$ cat src/rtl/alu_pkg.sv
// rtl/alu_pkg.sv - shared types and constants for the alu_pipe block
//
// Purpose: operation codes, FSM state encoding and the opcode width used by
//          alu_pipe, alu_pipe_if and alu_shift_mul.
// Ports:   none (package).
package alu_pkg;

   localparam int OP_W = 3;

   typedef enum logic [OP_W-1:0] {
      OP_ZERO = 3'b000,
      OP_ADD  = 3'b001,
      OP_SUB  = 3'b010,
      OP_AND  = 3'b011,
      OP_OR   = 3'b100,
      OP_XOR  = 3'b101,
      OP_MUL  = 3'b110,
      OP_RSVD = 3'b111
   } alu_op_e;

   typedef enum logic [1:0] {
      ST_IDLE = 2'd0,
      ST_MUL  = 2'd1,
      ST_DONE = 2'd2
   } alu_state_e;

endpackage

$ cat src/rtl/alu_pipe_if.sv
// rtl/alu_pipe_if.sv - command/result handshake bundle for alu_pipe
//
// Purpose: groups the operand-side and result-side valid/ready channels.
// Signals: in_valid/in_ready/op/a/b/ci (command), out_valid/out_ready/
//          result/result_hi/co/zero/ovf (result), acc_sel when
//          ALU_PIPE_ACCUM_EN is defined.
// Modports: master = operand source + result consumer, slave = the ALU.
interface alu_pipe_if
   import alu_pkg::*;
#(
   parameter int WIDTH = 8
);
   logic             in_valid;
   logic             in_ready;
   logic [OP_W-1:0]  op;
   logic [WIDTH-1:0] a;
   logic [WIDTH-1:0] b;
   logic             ci;
   logic             out_valid;
   logic             out_ready;
   logic [WIDTH-1:0] result;
   logic [WIDTH-1:0] result_hi;
   logic             co;
   logic             zero;
   logic             ovf;
`ifdef ALU_PIPE_ACCUM_EN
   logic             acc_sel;

   modport master (
      output in_valid, op, a, b, ci, out_ready, acc_sel,
      input  in_ready, out_valid, result, result_hi, co, zero, ovf
   );

   modport slave (
      input  in_valid, op, a, b, ci, out_ready, acc_sel,
      output in_ready, out_valid, result, result_hi, co, zero, ovf
   );
`else
   modport master (
      output in_valid, op, a, b, ci, out_ready,
      input  in_ready, out_valid, result, result_hi, co, zero, ovf
   );

   modport slave (
      input  in_valid, op, a, b, ci, out_ready,
      output in_ready, out_valid, result, result_hi, co, zero, ovf
   );
`endif
endinterface

$ cat src/rtl/alu_shift_mul.sv
// rtl/alu_shift_mul.sv - iterative unsigned shift-add multiplier
//
// Purpose: computes a*b over exactly WIDTH cycles, one multiplier bit each.
// Ports:   clk, rst_n (async active-low), start (load a/b, begin),
//          a/b (operands), busy (iterating), done (final iteration happens
//          on this edge), prod (product value after this cycle's iteration).
module alu_shift_mul #(
   parameter int WIDTH = 8
) (
   input  logic               clk,
   input  logic               rst_n,
   input  logic               start,
   input  logic [WIDTH-1:0]   a,
   input  logic [WIDTH-1:0]   b,
   output logic               busy,
   output logic               done,
   output logic [2*WIDTH-1:0] prod
);
   localparam int CNT_W = $clog2(WIDTH) + 1;

   logic [CNT_W-1:0]   cnt;
   logic [WIDTH-1:0]   mcand;
   // Upper half accumulates the partial product, lower half starts as the
   // multiplier and is shifted out one bit per iteration.
   logic [2*WIDTH-1:0] pp;
   logic [WIDTH:0]     hi_sum;
   logic [2*WIDTH-1:0] pp_next;

   assign hi_sum  = {1'b0, pp[2*WIDTH-1:WIDTH]} + (pp[0] ? {1'b0, mcand} : '0);
   assign pp_next = {hi_sum, pp[WIDTH-1:1]};

   // prod is the look-ahead value so the caller can capture the full
   // product on the same edge as the last iteration.
   assign prod = pp_next;
   assign done = busy && (cnt == CNT_W'(WIDTH - 1));

   always_ff @(posedge clk or negedge rst_n) begin
      if (!rst_n) begin
         cnt   <= '0;
         mcand <= '0;
         pp    <= '0;
         busy  <= 1'b0;
      end else if (start) begin
         cnt   <= '0;
         mcand <= a;
         pp    <= {{WIDTH{1'b0}}, b};
         busy  <= 1'b1;
      end else if (busy) begin
         pp  <= pp_next;
         cnt <= cnt + 1'b1;
         if (done) begin
            busy <= 1'b0;
         end
      end
   end
endmodule

$ cat src/rtl/alu_pipe.sv
// rtl/alu_pipe.sv - handshaked WIDTH-bit ALU with registered result and flags
//
// Purpose: accepts a command on the in_* channel, computes ZERO/ADD/SUB/AND/
//          OR/XOR in one cycle or MUL over WIDTH cycles, and presents the
//          registered result on the out_* channel until consumed.
// Ports:   clk, rst_n (async active-low), bus (alu_pipe_if.slave).
// Config:  ALU_PIPE_ACCUM_EN adds acc_sel, which substitutes the last
//          delivered low result word for operand A.
module alu_pipe
   import alu_pkg::*;
#(
   parameter int WIDTH = 8
) (
   input  logic       clk,
   input  logic       rst_n,
   alu_pipe_if.slave  bus
);
   alu_state_e         state;
   logic               out_valid_r;
   logic [WIDTH-1:0]   result_r;
   logic [WIDTH-1:0]   result_hi_r;
   logic               co_r;
   logic               zero_r;
   logic               ovf_r;

   alu_op_e            op_in;
   logic               in_ready;
   logic               accept;
   logic [WIDTH-1:0]   a_eff;
   logic [WIDTH-1:0]   b_eff;
   logic [WIDTH:0]     sum;
   logic [WIDTH-1:0]   n_result;
   logic               n_co;
   logic               n_ovf;
   logic               n_zero;

   logic               mul_start;
   logic               mul_busy;
   logic               mul_done;
   logic [2*WIDTH-1:0] mul_prod;

   assign op_in    = alu_op_e'(bus.op);
   assign in_ready = (state == ST_IDLE) || ((state == ST_DONE) && bus.out_ready);
   assign accept   = bus.in_valid && in_ready;

`ifdef ALU_PIPE_ACCUM_EN
   logic [WIDTH-1:0] acc;
   logic [WIDTH-1:0] acc_src;

   // A delivery on this very edge is already the "last delivered" result.
   assign acc_src = (out_valid_r && bus.out_ready) ? result_r : acc;
   assign a_eff   = bus.acc_sel ? acc_src : bus.a;

   always_ff @(posedge clk or negedge rst_n) begin
      if (!rst_n) begin
         acc <= '0;
      end else if (out_valid_r && bus.out_ready) begin
         acc <= result_r;
      end
   end
`else
   assign a_eff = bus.a;
`endif

   // SUB is a + ~b + ci; the inverted operand also feeds the overflow test.
   assign b_eff = (op_in == OP_SUB) ? ~bus.b : bus.b;
   assign sum   = {1'b0, a_eff} + {1'b0, b_eff} + {{WIDTH{1'b0}}, bus.ci};

   always_comb begin
      n_result = '0;
      n_co     = 1'b0;
      n_ovf    = 1'b0;
      case (op_in)
         OP_ADD, OP_SUB: begin
            n_result = sum[WIDTH-1:0];
            n_co     = sum[WIDTH];
            n_ovf    = (a_eff[WIDTH-1] == b_eff[WIDTH-1]) &&
                       (sum[WIDTH-1] != a_eff[WIDTH-1]);
         end
         OP_AND:  n_result = a_eff & bus.b;
         OP_OR:   n_result = a_eff | bus.b;
         OP_XOR:  n_result = a_eff ^ bus.b;
         default: n_result = '0;
      endcase
   end

   assign n_zero    = (n_result == '0);
   assign mul_start = accept && (op_in == OP_MUL);

   alu_shift_mul #(
      .WIDTH (WIDTH)
   ) u_mul (
      .clk   (clk),
      .rst_n (rst_n),
      .start (mul_start),
      .a     (a_eff),
      .b     (bus.b),
      .busy  (mul_busy),
      .done  (mul_done),
      .prod  (mul_prod)
   );

   always_ff @(posedge clk or negedge rst_n) begin
      if (!rst_n) begin
         state       <= ST_IDLE;
         out_valid_r <= 1'b0;
         result_r    <= '0;
         result_hi_r <= '0;
         co_r        <= 1'b0;
         zero_r      <= 1'b0;
         ovf_r       <= 1'b0;
      end else begin
         case (state)
            ST_IDLE, ST_DONE: begin
               if (accept) begin
                  result_hi_r <= '0;
                  if (op_in == OP_MUL) begin
                     // Clear everything so nothing stale is visible while
                     // the multiply runs.
                     state       <= ST_MUL;
                     out_valid_r <= 1'b0;
                     result_r    <= '0;
                     co_r        <= 1'b0;
                     zero_r      <= 1'b0;
                     ovf_r       <= 1'b0;
                  end else begin
                     state       <= ST_DONE;
                     out_valid_r <= 1'b1;
                     result_r    <= n_result;
                     co_r        <= n_co;
                     zero_r      <= n_zero;
                     ovf_r       <= n_ovf;
                  end
               end else if ((state == ST_DONE) && bus.out_ready) begin
                  state       <= ST_IDLE;
                  out_valid_r <= 1'b0;
               end
            end
            ST_MUL: begin
               if (mul_busy && mul_done) begin
                  state       <= ST_DONE;
                  out_valid_r <= 1'b1;
                  result_r    <= mul_prod[WIDTH-1:0];
                  result_hi_r <= mul_prod[2*WIDTH-1:WIDTH];
                  co_r        <= |mul_prod[2*WIDTH-1:WIDTH];
                  zero_r      <= (mul_prod[WIDTH-1:0] == '0);
                  ovf_r       <= 1'b0;
               end
            end
            default: begin
               state       <= ST_IDLE;
               out_valid_r <= 1'b0;
            end
         endcase
      end
   end

   assign bus.in_ready  = in_ready;
   assign bus.out_valid = out_valid_r;
   assign bus.result    = result_r;
   assign bus.result_hi = result_hi_r;
   assign bus.co        = co_r;
   assign bus.zero      = zero_r;
   assign bus.ovf       = ovf_r;
endmodule

$ cat src/flat_wrapper.sv
// flat-port wrapper written by rule: the top's interface ports become plain ports
module alu_pipe_flat import alu_pkg::*;
#(
   parameter int WIDTH = 8
)
  (clk, rst_n, bus_in_valid, bus_op, bus_a, bus_b, bus_ci, bus_out_ready, bus_in_ready, bus_out_valid, bus_result, bus_result_hi, bus_co, bus_zero, bus_ovf);
  alu_pipe_if #(.WIDTH(WIDTH)) bus_i ();
  input  logic clk;
  input  logic rst_n;
  input wire logic [$bits(bus_i.in_valid)-1:0] bus_in_valid;
  input wire logic [$bits(bus_i.op)-1:0] bus_op;
  input wire logic [$bits(bus_i.a)-1:0] bus_a;
  input wire logic [$bits(bus_i.b)-1:0] bus_b;
  input wire logic [$bits(bus_i.ci)-1:0] bus_ci;
  input wire logic [$bits(bus_i.out_ready)-1:0] bus_out_ready;
  output wire logic [$bits(bus_i.in_ready)-1:0] bus_in_ready;
  output wire logic [$bits(bus_i.out_valid)-1:0] bus_out_valid;
  output wire logic [$bits(bus_i.result)-1:0] bus_result;
  output wire logic [$bits(bus_i.result_hi)-1:0] bus_result_hi;
  output wire logic [$bits(bus_i.co)-1:0] bus_co;
  output wire logic [$bits(bus_i.zero)-1:0] bus_zero;
  output wire logic [$bits(bus_i.ovf)-1:0] bus_ovf;
  assign bus_i.in_valid = bus_in_valid;
  assign bus_i.op = bus_op;
  assign bus_i.a = bus_a;
  assign bus_i.b = bus_b;
  assign bus_i.ci = bus_ci;
  assign bus_i.out_ready = bus_out_ready;
  assign bus_in_ready = bus_i.in_ready;
  assign bus_out_valid = bus_i.out_valid;
  assign bus_result = bus_i.result;
  assign bus_result_hi = bus_i.result_hi;
  assign bus_co = bus_i.co;
  assign bus_zero = bus_i.zero;
  assign bus_ovf = bus_i.ovf;
  alu_pipe #(.WIDTH(WIDTH)) u_core (.clk(clk), .rst_n(rst_n), .bus(bus_i));
endmodule
$ cat config.mk
export PLATFORM = sky130hd
export DESIGN_NAME = alu_pipe_flat
export DESIGN_NICKNAME = d
export VERILOG_FILES = /design/src/rtl/alu_pkg.sv /design/src/rtl/alu_pipe_if.sv /design/src/rtl/alu_shift_mul.sv /design/src/rtl/alu_pipe.sv /design/src/flat_wrapper.sv
export SDC_FILE = /design/constraint.sdc
export NUM_CORES = 1
export LEC_CHECK = 0
export BUFFER_PORTS_ARGS = -buffer_cell sky130_fd_sc_hd__buf_2
export CAP_MARGIN = 20
export CORE_ASPECT_RATIO = 0.8
export CORE_UTILIZATION = 40
export DETAILED_ROUTE_END_ITERATION = 7
export SLEW_MARGIN = 20
export SYNTH_ARGS = -nofsm -noshare
export SYNTH_HDL_FRONTEND = slang
export SYNTH_SLANG_ARGS = --single-unit
export TNS_END_PERCENT = 30
$ cat constraint.sdc
create_clock -name clk -period 2.6 [get_ports clk]
set_input_delay 0.52 -clock clk [delete_from_list [all_inputs] [get_ports clk]]
set_output_delay 0.52 -clock clk [all_outputs]
set_load 0.05 [all_outputs]
==> parameters.txt, run 1 <==
Parameter                              Value

Yosys
  Number of enable-type register cells in the synthesized netlist    0
  Post-Syn Area    3457 um2
  Sequential share of the synthesized area    0.3619
  Number of synthesized register bits    50
  Yosys Warn Count    0
  Synthesized net count    422
  Syn avg cell area    9.524 um2
  Distinct cell type count of the synthesized netlist    55
  Async S/R FF share, synth    1.000
  Post-Synthesis Cells    363
  Most used flip-flop cell after synthesis    sky130_fd_sc_hd__dfrtp_1

Cells and area
  Share of post-route cells with drive strength above 1    0.3018
  Non-filler cells, final    552
  Design Area, Final    4278 um2
  Most common library cell in the layout ignoring fill and taps    sky130_fd_sc_hd__dfrtp_1
  Number of nets in the layout    502
  Antenna diode instance count    0
  Area growth, synth to finish    23.74%
  Combined area of the multi-input logic cells    ~2100 um2
  Sequential cell area    around 1300 um2
  Number of filler instances in the final layout    764
  Most frequent cells in the layout    sky130_fd_sc_hd__dfrtp_1 (50), sky130_fd_sc_hd__buf_4 (44), sky130_fd_sc_hd__buf_2 (43)

Worst setup path
  Most frequent cell on the critical path    sky130_fd_sc_hd__buf_4
  Startpoint type of the worst setup path    input pin
  Worst path arrival time    between 2 and 3 ns
  Largest stage delay on the critical path    approximately 0.35 ns
  Critical path capture point type    flip-flop
  Flop2flop setup slack    0.04 ns
  Cell type of the slowest stage on the worst timing path    sky130_fd_sc_hd__ha_1
  Data required, critical path    2.81 ns
  Largest fanout on the critical path    7
  Kind of critical path    input pin to flip-flop
  Worst path cell trace    buf_2 -> nor3b_2 -> buf_4 -> buf_4 -> xnor2_1 -> ha_1 -> o21ai_0 -> a21oi_1 -> o21ai_1 -> buf_4 -> xor2_1 -> o221ai_2 -> o41ai_2

Timing
  Final max-slew violation count    0
  Shortest period the worst path allows    2.597 ns
  Transition time at the pin with the least slew margin    0.6313 ns
  Final setup violating endpoints    0
  Relative max-transition margin    0.5791
  Maximum frequency from static timing analysis    385.1 MHz
  Layout Skew    around 0.007 ns
  Final hold violation count    0
  RSZ-0062 raised after global routing    true
  Final cycle utilization of the critical path    0.9989
  Worst-case setup margin in the final layout    0.002934 ns

Clock tree
  Inserted Clock Buffers    5
  Max H-tree Level    2
  Number of clock sinks    50
  Number of buffers on the longest clock path    2
  Clock tree from TritonCTS    done
  Clk_lat worst skew    0.31 ns
  Buffers inserted by post-CTS timing repair    0
  Clk pin slew, worst setup/hold paths    approximately 0.090 ns
  CTS Root Cell    sky130_fd_sc_hd__clkbuf_8

GRT
  Largest net degree at the start of global routing    51
  Gr ovfl total    0
  Vias in the first global route    2804
  Overall fraction of global-route tracks in use    0.2101
  Wire length of the first global-routing pass    14560 um
  Number of antenna violations at the first check in global routing    0

Place
  Cell area after placement    4124 um2
  Number of instances in the placed design    544
  IO Port Bufs    44
  Worst slack, placed    -0.3769 ns
  Half-perimeter wire length after placement    6878 um
  Routability congestion estimate    0.8892

Worst hold path
  Path class of the lowest-slack min-delay path    input pin to asynchronous set/reset pin

Pwr
  Total leakage power    approximately 2.1 nW
  Cell Pwr Density    887.6 nW/um2
  Maximum VDD drop    between 400 and 500 uV

Drt
  Routed Wire Length    between 8000 and 9000 um
  Post-route DRC    0
  Initial DRC count    210
  Number of vias per cell after detailed routing    5.172
  Via count    roughly 2.9k
  Number of routed nets with antenna violations    0
  Post-detailed-route wirelength per cell    between 15 and 20 um
  Length of the first detailed-routing pass in iterations    4

Floorplan
  Overall die area    ~9000 um2
  Starting Density    0.4234
  Total I/O pin count    45
  Height of the die    85.15 um
  Core area    8164 um2
  Die outline width    105.9 um
  Row count    29

Run status
  Run status    finished, final reports clean

Flow run
  Total of max-cap violations    0
## final timing paths
kind | from | to | depth (start not counted)
max | bus_op[1] | u_core.bus.zero | 13
min | rst_n | u_core.bus.result[1] | 2
max reg2reg | u_core.u_mul.pp[0] | u_core.bus.co | 9
min reg2reg | u_core.bus.result_hi[4] | u_core.bus.result_hi[4] | 2
max in group asynchronous | rst_n | u_core.u_mul.pp[6] | 2
min in group clk | bus_b[3] | u_core.u_mul.pp[3] | 3
## state kept, by name (all words and copies together), names as in the netlist
register / flops
u_core.bus.co: 1
u_core.bus.out_valid: 1
u_core.bus.ovf: 1
u_core.bus.result: 8
u_core.bus.result_hi: 8
u_core.bus.zero: 1
u_core.state: 1
u_core.u_mul.busy: 1
u_core.u_mul.cnt: 4
u_core.u_mul.mcand: 8
u_core.u_mul.pp: 16
## routing by layer
| metal | GRT usage | up-vias | wire (um) |
|---|---|---|---|
| li1 | - | 1436 | - |
| met3 | 0.03149 | 7 | 573 |
| met2 | 0.3042 | 71 | 3472 |
| met4 | 0.04167 | 0 | 65 |
| met5 | 0 | - | 0 |
| met1 | 0.3298 | 1341 | 4648 |
## cells by family after synthesis
family          synth area share
simple gates              0.1437
compound gates            0.1824
flops                     0.3619
buf+inv                  0.04777
fa+ha+maj                 0.1332
xor+xnor                 0.06080
mux                      0.07021
## critical path, delay by kind of cell
kind	cells	cell delay (ns)
xor gates and xnor gates	2	0.30
buffers and inverters	4	0.57
and+or+nand+nor	1	0.14
adders and majority gates	1	0.35
AOI/OAI and AO/OA	5	0.92
## cell type report
type,instances,area share
clock inverter,3,0.01024
sequential,50,0.2925
multi-input combinational,275,0.4955
clock buffer,5,0.01609
timing repair buffer,89,0.1348
tap,108,0.03159
inverter,22,0.01930
## metrics by stage
stage          power, mW  hold slack (ns)  setup TNS (ns)  utilization
6_report           3.797           0.2931               0       0.5240
4_1_cts            3.782           0.3249        -0.01420       0.5223
5_1_grt            4.081           0.3480         -0.3102       0.5240
3_3_place_gp       3.143           0.4596          -1.990       0.5051
2_1_floorplan      2.471           0.2244          -1.717            -
3_5_place_dp       3.185           0.4768          -2.327       0.5051
## synthesized netlist by cell type, types with 5 or more instances
cell type | number | area (um2)
sky130_fd_sc_hd__inv_1 | 22 | 82.58
sky130_fd_sc_hd__and2_1 | 9 | 56.30
sky130_fd_sc_hd__xnor2_1 | 13 | 113.9
sky130_fd_sc_hd__ha_1 | 32 | 400.4
sky130_fd_sc_hd__o21a_1 | 6 | 45.04
sky130_fd_sc_hd__nand2b_1 | 5 | 31.28
sky130_fd_sc_hd__xor2_1 | 11 | 96.34
sky130_fd_sc_hd__o21ai_0 | 21 | 105.1
sky130_fd_sc_hd__nor2_1 | 40 | 150.1
sky130_fd_sc_hd__nand2_1 | 25 | 93.84
sky130_fd_sc_hd__buf_2 | 6 | 30.03
sky130_fd_sc_hd__clkbuf_1 | 6 | 22.52
sky130_fd_sc_hd__a31o_2 | 6 | 52.55
sky130_fd_sc_hd__dfrtp_1 | 50 | 1251
sky130_fd_sc_hd__mux2i_1 | 13 | 130.1
sky130_fd_sc_hd__a22o_1 | 10 | 87.58
sky130_fd_sc_hd__a211oi_1 | 5 | 37.54
sky130_fd_sc_hd__mux2_2 | 9 | 101.4
sky130_fd_sc_hd__a21oi_1 | 18 | 90.09
## power by group
part	total (mW)	internal (mW)	switching, mW
registers	1.25	1.02	0.231
logic	1.98	0.932	1.05
clock network	0.564	0.289	0.275
total	3.80	2.24	1.56
## timing repair
item | in CTS | in global routing
hold buffers | 0 | 0
endpoints found under the setup margin | 4 | 6
pin swaps | 5 | 3
resized for setup | 6 | 4
Note: power is estimated with default switching activity, not from simulation.
==> inputs of run 2 (changes only) <==
- CORE_UTILIZATION: 40 -> 53
- PLACE_DENSITY: default -> 0.77
- SYNTH_HIERARCHICAL: default -> 1
- clock period: 2.6 -> 2.1 ns (I/O delays scaled with it)
==> parameters.txt, run 2 <==
Parameter                              Value

Clock tree
  Number of buffers on the longest clock path    2
  Clock tree from TritonCTS    done
  Number of clock sinks    50
  Inserted Clock Buffers    5
  Clk_lat worst skew    0.31 ns
  Clk pin slew, worst setup/hold paths    0.09 ns
  Hold-fix buffers, CTS    0
  CTS Root Cell    sky130_fd_sc_hd__clkbuf_8
  Max H-tree Level    2

Pwr
  Cell Pwr Density    1025 nW/um2
  Switching Share    0.4215
  Internal power component    2.878 mW
  Clk network pwr share    0.113
  Maximum VDD drop    ~900 uV
  Total net switching power    2.097 mW
  Combinational power share    0.581
  Total leakage power    2.382 nW
  Sequential share of power    0.306

Yosys
  Commonest cells in the synthesized netlist    sky130_fd_sc_hd__dfrtp_1 (50), sky130_fd_sc_hd__nor2_1 (35), sky130_fd_sc_hd__ha_1 (32)
  Syn avg cell area    9.354 um2
  Ranking of synthesized cells by area    sky130_fd_sc_hd__dfrtp_1 (34%), sky130_fd_sc_hd__ha_1 (11%), sky130_fd_sc_hd__mux2i_1 (3.8%)
  Largest area contributor in the synthesized netlist    sky130_fd_sc_hd__dfrtp_1
  Post-Synthesis Cells    391
  Most numerous cell in the Yosys netlist    sky130_fd_sc_hd__dfrtp_1
  Number of synthesized register bits    50
  Area share of the largest cell type after synthesis    0.3421
  Synthesized net count    450
  Sequential share of the synthesized area    0.3421
  Number of enable-type register cells in the synthesized netlist    0
  Yosys Warn Count    6
  Most used flip-flop cell after synthesis    sky130_fd_sc_hd__dfrtp_1
  Async S/R FF share, synth    1.000
  Distinct cell type count of the synthesized netlist    between 50 and 60
  Post-Syn Area    3657 um2

Flow run
  Total of max-cap violations    0

Drt
  Post-route DRC    0
  Number of routed nets with antenna violations    0
  Length of the first detailed-routing pass in iterations    5
  Post-detailed-route wirelength per cell    17.14 um
  Initial DRC count    232
  Number of vias per cell after detailed routing    5.781
  Routed Wire Length    roughly 10000 um
  Via count    around 3.4k

Timing
  Final max-slew violation count    0
  Worst hold slack    0.2230 ns
  Worst-case setup margin in the final layout    -0.5119 ns
  Layout Skew    0.008079 ns
  Final cycle utilization of the critical path    1.244
  Final hold violation count    0
  Total negative slack for setup checks    -3.202 ns
  RSZ-0062 raised after global routing    true
  Final setup violating endpoints    15
  Transition time at the pin with the least slew margin    0.6439 ns
  Shortest period the worst path allows    2.612 ns
  Relative max-transition margin    0.5707
  Maximum frequency from static timing analysis    382.9 MHz

Worst setup path
  Startpoint type of the worst setup path    input pin
  Worst path arrival time    2.84 ns
  Largest stage delay on the critical path    0.37 ns
  Data required, critical path    2.33 ns
  Worst path top cell family by delay    compound AO/OA/AOI/OAI gates
  Cell type of the slowest stage on the worst timing path    sky130_fd_sc_hd__o211ai_1
  Kind of critical path    input pin to flip-flop
  Worst path cell trace    buf_8 -> nor3b_4 -> buf_4 -> buf_12 -> xnor2_1 -> ha_1 -> nand3_1 -> o211ai_1 -> xor2_1 -> a222oi_1 -> nand4_1 -> o31ai_2
  Combined buffer and inverter count along the critical path    3
  Largest fanout on the critical path    6
  Critical path capture point type    flip-flop

GRT
  Vias in the first global route    3281
  Wire length of the first global-routing pass    15860 um
  Gr ovfl total    0
  Largest net degree at the start of global routing    51
  Number of antenna violations at the first check in global routing    0
  Overall fraction of global-route tracks in use    0.2822

Cells and area
  Share of post-route cells with drive strength above 1    0.4044
  Flip-flop count of the largest register, all copies and words added    16
  Number of nets in the layout    555
  Antenna diode instance count    0
  Most frequent cells in the layout    sky130_fd_sc_hd__buf_4 (73), sky130_fd_sc_hd__dfrtp_1 (50), sky130_fd_sc_hd__buf_2 (42)
  Register with the most flip-flops    u_core/u_mul/pp
  Area growth, synth to finish    32.74%
  Most common library cell in the layout ignoring fill and taps    sky130_fd_sc_hd__buf_4

Place
  IO Port Bufs    44
  Half-perimeter wire length after placement    7249 um
  Routability congestion estimate    a little over 0.9

Floorplan
  Starting Density    0.5593
  Total I/O pin count    45
  Height of the die    76.30 um
  Core area    6539 um2
  Overall die area    7239 um2
  Die outline width    94.88 um
  Row count    26

Worst hold path
  Path class of the lowest-slack min-delay path    input pin to asynchronous set/reset pin

Run status
  Run status    complete, but fails checks
  Violations in the final reports    negative setup slack
## run 2: changes by cell type in the layout (fill, tap and decap cells not counted), sizes merged, moves of 4 or more
cell | before | now
buf | 89 | 121
a31o | 6 | 0
inv | 23 | 29
xor2 | 11 | 5
nand3 | 2 | 6
nand3b | 2 | 6
nor2 | 41 | 37
o211ai | 0 | 4
o21a | 6 | 2
## run 2: cell type report
type / instances / area, um2
multi-input combinational: 289 / 2456
fill: 432 / 1684
sequential: 50 / 1251
timing repair buffer: 121 / 847.1
inverter: 29 / 108.9
tap: 84 / 105.1
clock buffer: 6 / 72.57
clock inverter: 2 / 13.76
## run 2: cells by family (layout without fill, tap and decap cells)
| kind of cell | Yosys count | count (layout) | synth area share |
|---|---|---|---|
| and+or+nand+nor | 120 | 120 | 0.1755 |
| buffers and inverters | 52 | 158 | 0.07218 |
| adders and majority gates | 35 | 35 | 0.1259 |
| DFF | 50 | 50 | 0.3421 |
| muxes | 22 | 22 | 0.06295 |
| AOI/OAI and AO/OA | 91 | 91 | 0.1711 |
| xor gates and xnor gates | 21 | 21 | 0.05029 |
## run 2: power groups by stage
stage / combinational, mW / sequential (mW) / clock [mW]
6_report: 2.89 / 1.52 / 0.563
5_1_grt: 3.14 / 1.56 / 0.622
4_1_cts: 2.67 / 1.50 / 0.569
3_5_place_dp: 2.53 / 1.51 / 0
3_3_place_gp: 2.42 / 1.50 / 0
2_1_floorplan: 1.54 / 1.61 / 0
## run 2: path summary, 6_finish.rpt
| kind | startpoint | end | slack, ns | cells after the start |
|---|---|---|---|---|
| max | bus_op[0] | u_core/bus.zero | -0.51 | 12 |
| min | rst_n | u_core/u_mul/mcand[0] | 0.22 | 2 |
| max reg2reg | u_core/u_mul/pp[0] | u_core/bus.co | -0.46 | 10 |
| min reg2reg | u_core/bus.ovf | u_core/bus.ovf | 0.50 | 2 |
| max in group asynchronous | rst_n | u_core/u_mul/pp[12] | 1.44 | 2 |
| min in group clk | bus_b[6] | u_core/u_mul/pp[6] | 0.36 | 3 |
## run 2: routing by layer
layer | track usage | vias to the layer above | routed length (um)
met5 | 0 | - | 0
met4 | 0.06818 | 0 | 182
met3 | 0.04691 | 23 | 684
met2 | 0.4295 | 135 | 4541
met1 | 0.4176 | 1627 | 4552
li1 | - | 1574 | -
## run 2: through the flow
| stage | std cells | util | cell area, um2 | power (mW) | setup WS (ns) |
|---|---|---|---|---|---|
| finish | 581 | 0.7424 | 4855 | 4.975 | -0.5119 |
| global route | 581 | 0.7424 | 4855 | 5.315 | -0.6384 |
| CTS | 575 | 0.7019 | 4589 | 4.737 | -0.4592 |
| detailed placement | 565 | 0.6709 | 4387 | 4.033 | -0.8834 |
| global placement | 565 | 0.6709 | 4387 | 3.921 | -0.7682 |
| floorplan | 391 | - | 3704 | 3.143 | -0.8070 |
## run 2: repair_timing
action                     CTS  global route
setup buffers                3             6
hold endpoints to repair     0             0
pin swaps                   21            13
setup endpoints to repair   19            23
gates resized for setup     23            40
